**src/rtl/bp_be_late_wb_queue.sv**
```systemverilog
// Late-load writeback queue: a shared entry pool with an age matrix; each regfile class retires
// oldest-first on its own port. Optional same-cycle bypass is enabled by BP_BE_LATE_WB_BYPASS_EN.
module bp_be_late_wb_queue #(
  parameter int unsigned els_p            = 4,
  parameter int unsigned data_width_p     = 64,
  parameter int unsigned reg_addr_width_p = 5
) (
  input  logic                         clk_i,
  input  logic                         reset_n_i,
  input  logic                         enq_v_i,
  output logic                         enq_ready_o,
  input  logic                         enq_float_i,
  input  logic [reg_addr_width_p-1:0]  enq_rd_addr_i,
  input  logic [data_width_p-1:0]      enq_data_i,
  output logic                         iwb_v_o,
  output logic [reg_addr_width_p-1:0]  iwb_rd_addr_o,
  output logic [data_width_p-1:0]      iwb_data_o,
  input  logic                         iwb_yumi_i,
  output logic                         fwb_v_o,
  output logic [reg_addr_width_p-1:0]  fwb_rd_addr_o,
  output logic [data_width_p-1:0]      fwb_data_o,
  input  logic                         fwb_yumi_i,
  input  logic [reg_addr_width_p-1:0]  probe_rd_addr_i,
  input  logic                         probe_float_i,
  output logic                         probe_hit_o,
  output logic [$clog2(els_p+1)-1:0]   count_o
);

  localparam int unsigned idx_width_lp = $clog2(els_p);
  localparam int unsigned cnt_width_lp = $clog2(els_p + 1);

  logic [els_p-1:0]            valid_q, valid_d;
  logic [els_p-1:0]            float_q, float_d;
  logic [els_p-1:0]            age_q   [els_p];
  logic [els_p-1:0]            age_d   [els_p];
  logic [reg_addr_width_p-1:0] addr_q  [els_p];
  logic [reg_addr_width_p-1:0] addr_d  [els_p];
  logic [data_width_p-1:0]     data_q  [els_p];
  logic [data_width_p-1:0]     data_d  [els_p];

  logic [els_p-1:0]            int_mask, fp_mask, int_old, fp_old;
  logic [idx_width_lp-1:0]     free_idx;
  logic                        enq_fire, enq_is_x0, enq_store, byp_int, byp_fp;
  logic [reg_addr_width_p-1:0] int_addr, fp_addr;
  logic [data_width_p-1:0]     int_data, fp_data;
  logic [cnt_width_lp-1:0]     count;

  assign int_mask    = valid_q & ~float_q;
  assign fp_mask     = valid_q & float_q;
  assign enq_ready_o = ~&valid_q;
  assign enq_fire    = enq_v_i & enq_ready_o;
  assign enq_is_x0   = ~enq_float_i & (enq_rd_addr_i == '0);

`ifdef BP_BE_LATE_WB_BYPASS_EN
  assign byp_int = reset_n_i & enq_fire & ~enq_float_i & ~enq_is_x0 & ~|int_mask;
  assign byp_fp  = reset_n_i & enq_fire & enq_float_i & ~|fp_mask;
`else
  assign byp_int = 1'b0;
  assign byp_fp  = 1'b0;
`endif

  // A bypassed entry consumed in the same cycle never occupies a slot.
  assign enq_store = enq_fire & ~enq_is_x0 & ~(byp_int & iwb_yumi_i) & ~(byp_fp & fwb_yumi_i);

  // age_q[j][i] set means entry j is older than entry i; the diagonal stays clear.
  always_comb begin
    int_old = '0;
    fp_old  = '0;
    for (int i = 0; i < int'(els_p); i++) begin
      int_old[i] = int_mask[i];
      fp_old[i]  = fp_mask[i];
      for (int j = 0; j < int'(els_p); j++) begin
        if (age_q[j][i] && int_mask[j]) int_old[i] = 1'b0;
        if (age_q[j][i] && fp_mask[j])  fp_old[i]  = 1'b0;
      end
    end
  end

  always_comb begin
    free_idx = '0;
    for (int i = int'(els_p) - 1; i >= 0; i--) begin
      if (!valid_q[i]) free_idx = idx_width_lp'(i);
    end
  end

  always_comb begin
    int_addr = '0;
    int_data = '0;
    fp_addr  = '0;
    fp_data  = '0;
    for (int i = 0; i < int'(els_p); i++) begin
      if (int_old[i]) begin
        int_addr = addr_q[i];
        int_data = data_q[i];
      end
      if (fp_old[i]) begin
        fp_addr = addr_q[i];
        fp_data = data_q[i];
      end
    end
  end

  assign iwb_v_o       = |int_mask | byp_int;
  assign iwb_rd_addr_o = byp_int ? enq_rd_addr_i : int_addr;
  assign iwb_data_o    = byp_int ? enq_data_i : int_data;
  assign fwb_v_o       = |fp_mask | byp_fp;
  assign fwb_rd_addr_o = byp_fp ? enq_rd_addr_i : fp_addr;
  assign fwb_data_o    = byp_fp ? enq_data_i : fp_data;

  always_comb begin
    probe_hit_o = 1'b0;
    for (int i = 0; i < int'(els_p); i++) begin
      if (valid_q[i] && (float_q[i] == probe_float_i) && (addr_q[i] == probe_rd_addr_i)) begin
        probe_hit_o = 1'b1;
      end
    end
    if (!probe_float_i && (probe_rd_addr_i == '0)) probe_hit_o = 1'b0;
  end

  always_comb begin
    count = '0;
    for (int i = 0; i < int'(els_p); i++) begin
      count = count + cnt_width_lp'(valid_q[i]);
    end
  end
  assign count_o = count;

  always_comb begin
    valid_d = valid_q;
    float_d = float_q;
    age_d   = age_q;
    addr_d  = addr_q;
    data_d  = data_q;
    if (iwb_yumi_i) valid_d = valid_d & ~int_old;
    if (fwb_yumi_i) valid_d = valid_d & ~fp_old;
    if (enq_store) begin
      valid_d[free_idx] = 1'b1;
      float_d[free_idx] = enq_float_i;
      addr_d[free_idx]  = enq_rd_addr_i;
      data_d[free_idx]  = enq_data_i;
      for (int j = 0; j < int'(els_p); j++) begin
        age_d[free_idx][j] = 1'b0;
        if (idx_width_lp'(j) != free_idx) age_d[j][free_idx] = 1'b1;
      end
    end
  end

  always_ff @(posedge clk_i or negedge reset_n_i) begin
    if (!reset_n_i) begin
      valid_q <= '0;
      for (int i = 0; i < int'(els_p); i++) age_q[i] <= '0;
    end else begin
      valid_q <= valid_d;
      age_q   <= age_d;
    end
  end

  // Payload is qualified by valid_q, so it needs no reset.
  always_ff @(posedge clk_i) begin
    float_q <= float_d;
    addr_q  <= addr_d;
    data_q  <= data_d;
  end

  iwb_yumi_legal: assert property (@(posedge clk_i) disable iff (!reset_n_i)
    iwb_yumi_i |-> iwb_v_o);
  fwb_yumi_legal: assert property (@(posedge clk_i) disable iff (!reset_n_i)
    fwb_yumi_i |-> fwb_v_o);

endmodule

```
**config.mk**
```make
export PLATFORM = sky130hd
export DESIGN_NAME = bp_be_late_wb_queue
export DESIGN_NICKNAME = d
export VERILOG_FILES = /design/src/rtl/bp_be_late_wb_queue.sv
export SDC_FILE = /design/constraint.sdc
export NUM_CORES = 1
export LEC_CHECK = 0
export CELL_PAD_IN_SITES_DETAIL_PLACEMENT = 1
export CELL_PAD_IN_SITES_GLOBAL_PLACEMENT = 2
export CORE_ASPECT_RATIO = 0.75
export CORE_MARGIN = 2
export CORE_UTILIZATION = 30
export CTS_BUF_LIST = sky130_fd_sc_hd__clkbuf_8
export CTS_CLUSTER_DIAMETER = 60
export CTS_CLUSTER_SIZE = 14
export DETAILED_ROUTE_END_ITERATION = 8
export DONT_BUFFER_PORTS = 1
export PLACE_DENSITY_LB_ADDON = 0.1
export SLEW_MARGIN = 10
export SYNTH_ARGS = -nofsm -noshare
export SYNTH_HDL_FRONTEND = slang
export SYNTH_SLANG_ARGS = --single-unit
```
**constraint.sdc**
```tcl
create_clock -name clk_i -period 11.44 [get_ports clk_i]
set_input_delay 0.572 -clock clk_i [delete_from_list [all_inputs] [get_ports clk_i]]
set_output_delay 0.572 -clock clk_i [all_outputs]
set_load 0.01 [all_outputs]
```
==> metrics.md <==
| Metric | Value |
|---|---|
| Status | `complete, no violations` |
| Post-synth cell types | `56` |
| R2R depth | `6` |
| Final Wtd Congestion | `0.768` |
| Hold path endpoint | `valid_q[1]` |
| Total CTS buffers | `31` |
| IO buf count | `0` |
| Sequential fraction of the synthesis area | `58.1%` |
| Seq. cell area | `8910 um^2` |
| Fillers | `5377` |
| Initial DRC Count | `661` |
| Bufs and invs on worst path | `2` |
| Critical-path top delay cell | `buf_4` |
| Clock sink count | `300` |
| Reg clk slew, reported paths | `0.09 ns` |
| R2R Setup Slk | `7.75 ns` |
| # IOs | `226` |
| Die ar. | `52900 um^2` |
| Synth Instances | `1245` |
| Kind of cell adding the most delay to the critical path | `buffers and inverters` |
| Die height | `200 um` |
| Hold Path Class | `primary input to flop` |
| Post-Route WL | `52300 um` |
| CP max stage delay | `0.65 ns` |
| Worst Hold Launch | `fwb_yumi_i` |
| Ys Warns | `0` |
| Post-DRT Antenna Nets | `0` |
| Hpwl dp | `29900 um` |
| Leakage | `5.51 nW` |
| Crit end category | `primary output` |
| Clk Tree Root Cell | `clkbuf_8` |
| CTS tree | `done` |
| Peak VDD IR | `0.158 mV` |
| Footprint of the multi-input gates | `5870 um^2` |
| Unrepaired setup endpoints after global routing | `false` |
| Final Util | `34.1%` |
| First-pass GRT wire length | `77000 um` |
| Final period util | `41.9%` |
| Synth-to-Final Area Change | `11.9%` |
| Max-slew violations | `0` |
| Seq cells post-synth | `300` |
| Syn avg cell area | `12.3 um^2` |
| Vias in the first global route | `11200` |
| Setup CP Type | `flop to primary output` |
| Final setup vio count | `0` |
| Global router's overall resource usage | `19.4%` |
| Crit-path max FO | `33` |
| Crit Reg-Reg Startpoint | `valid_q[0]` |
| Syn nets | `1330` |
| Final setup TNS | `0 ns` |
| Final Hold Vio Count | `0` |
| Mapped Area | `15300 um^2` |
| Drt wl/cell | `27.0 um` |
| Largest net degree at the start of global routing | `74` |
| Hold path depth | `2` |
| Asr flop ratio synth | `6.67%` |
| Grt ovf | `0` |
| Max_cap viols | `0` |
| CORE AREA | `50300 um^2` |
| Worst-margin pin slew | `1.16 ns` |
| Post-cts sizing count | `0` |
| Drt drc | `0` |
| Routed vias | `10500` |
| Slew HR | `22.8%` |
| Initial antenna violation count | `4` |
| CP Cell Sequence | `nor2b_1, a2111oi_4, nor3_4, buf_4, buf_4, a221oi_2, o31ai_2` |
| Critical Path RT | `10.87 ns` |
| Clock Tree Buf Depth | `3` |
| Top FF cell, synth | `edfxtp_1` |
| Crit path top cell by count | `buf_4` |
| Clk_skew | `0.0253 ns` |
| Cell count along the critical path | `7` |
| Post-synth EDFFs | `280` |
| Ratio of cells with drive above 1 in the final layout | `16.6%` |
| Max H-tree Level | `1` |
| Avg Vias per Cell | `5.42` |
| CP arrival | `4.22 ns` |
| Final Hold Slack | `0.159 ns` |
| R2r endpoint | `data_q[178]` |
| Row Count | `71` |
| Max Clock Freq | `0.209 GHz` |
| Startpoint types | `flop` |
| Clock Latency Late Sink | `0.63 ns` |
| Drt pass-1 iters | `7` |
| PwrDens | `251 nW/um^2` |
| Post-layout net count | `1345` |
| Die Width | `265 um` |
| Tmin final | `4.79 ns` |
| Initial core utilization | `30.5%` |
[how the worst max path moves through the flow]
stage	from	to	slack [ns]
floorplan	valid_q[1]	valid_q[3]	2.30
global placement	valid_q[2]	iwb_data_o[1]	7.41
detailed placement	valid_q[3]	iwb_data_o[14]	7.30
CTS	valid_q[3]	iwb_data_o[14]	6.58
global route	valid_q[3]	iwb_data_o[8]	6.40
finish	valid_q[3]	iwb_data_o[14]	6.65
[cells in the mapped netlist (2+ instances only)]
cell type	n	area, um^2
nor2_1	148	556
edfxtp_1	280	8410
xnor2_1	12	105
xor2_1	12	105
a41oi_1	2	17.5
a2111oi_4	2	55.1
a221oi_2	61	916
o31ai_1	78	586
o21ai_0	5	25.0
buf_2	29	145
o31ai_2	61	763
nor3_1	4	20.0
a221oi_1	77	674
ha_1	3	37.5
or4_1	2	15.0
nand2_1	157	589
buf_1	4	15.0
buf_6	13	146
nor2b_1	135	845
and2_1	2	12.5
and3_1	4	25.0
a21o_1	3	22.5
o311a_1	2	20.0
and4_1	3	26.3
clkbuf_1	66	248
nor4_1	7	43.8
nand4_1	7	43.8
a22oi_1	2	15.0
nand3_1	7	35.0
dfrtp_1	20	500
inv_1	9	33.8
nor4_4	2	42.5
a21oi_1	2	10.0
nand2b_1	2	12.5
[final cells by class]
| cell class | instances | area share (%) |
|---|---|---|
| repair buffers | 94 | 5.15 |
| clock inverters | 23 | 1.12 |
| flip-flops and latches | 300 | 52.0 |
| clock buffers | 31 | 2.49 |
| diodes | 1 | 0.0146 |
| well taps | 657 | 4.79 |
| inverters | 9 | 0.204 |
| multi-input cells | 824 | 34.3 |
[metrics by stage]
stage	worst slack [ns]	instance area [um^2]	std cells	total power, W
floorplan	2.30	15300	1245	0.00305
global placement	7.41	15800	1813	0.00360
detailed placement	7.30	15800	1813	0.00361
CTS	6.58	17100	1938	0.00439
global route	6.40	17100	1938	0.00458
finish	6.65	17100	1939	0.00431
[cells by family after synthesis]
family / synth area share (%)
flops: 58.1
compound gates: 20.7
buf+inv: 3.84
fa+ha+maj: 0.376
simple gates: 15.5
xor+xnor: 1.37
[registers in the layout, summed over array words and instances, names as in the netlist, named ones only]
signal and count:
addr_q 20, age_q 8, data_q 256, float_q 4, valid_q 4
[metal layers]
metal | GRT usage, % | part of all wire, % | vias to the layer above
met2 | 33.1 | 48 | 235
met1 | 25.9 | 45 | 5419
met5 | 0 | 0.071 | -
met4 | 4.18 | 2.0 | 6
met3 | 3.70 | 4.8 | 64
li1 | - | - | 4783
[placed cells by master, fill, tap and decap left out, types with 18 or more instances in the layout]
cell           netlist  routed
edfxtp_1           280     280
nand2_1            157     157
nor2_1             148     148
nor2b_1            135     135
o31ai_1             78      78
a221oi_1            77      77
dlygate4sd3_1        0      71
a221oi_2            61      61
o31ai_2             61      61
clkbuf_8             0      31
buf_4                0      23
dfrtp_1             20      18
[repair_timing]
item	in CTS	in global routing
endpoints found under the hold margin	300	0
setup endpoints to repair	0	0
hold buffers	71	0
setup buffers	0	0
[power breakdown]
| part | internal (W) | switching (W) | total [W] |
|---|---|---|---|
| registers | 0.00143 | 0.000117 | 0.00155 |
| clock network | 0.000309 | 0.000420 | 0.000729 |
| logic | 0.000617 | 0.00142 | 0.00203 |
| total | 0.00236 | 0.00195 | 0.00431 |
Note: power is estimated with default switching activity, not from simulation.
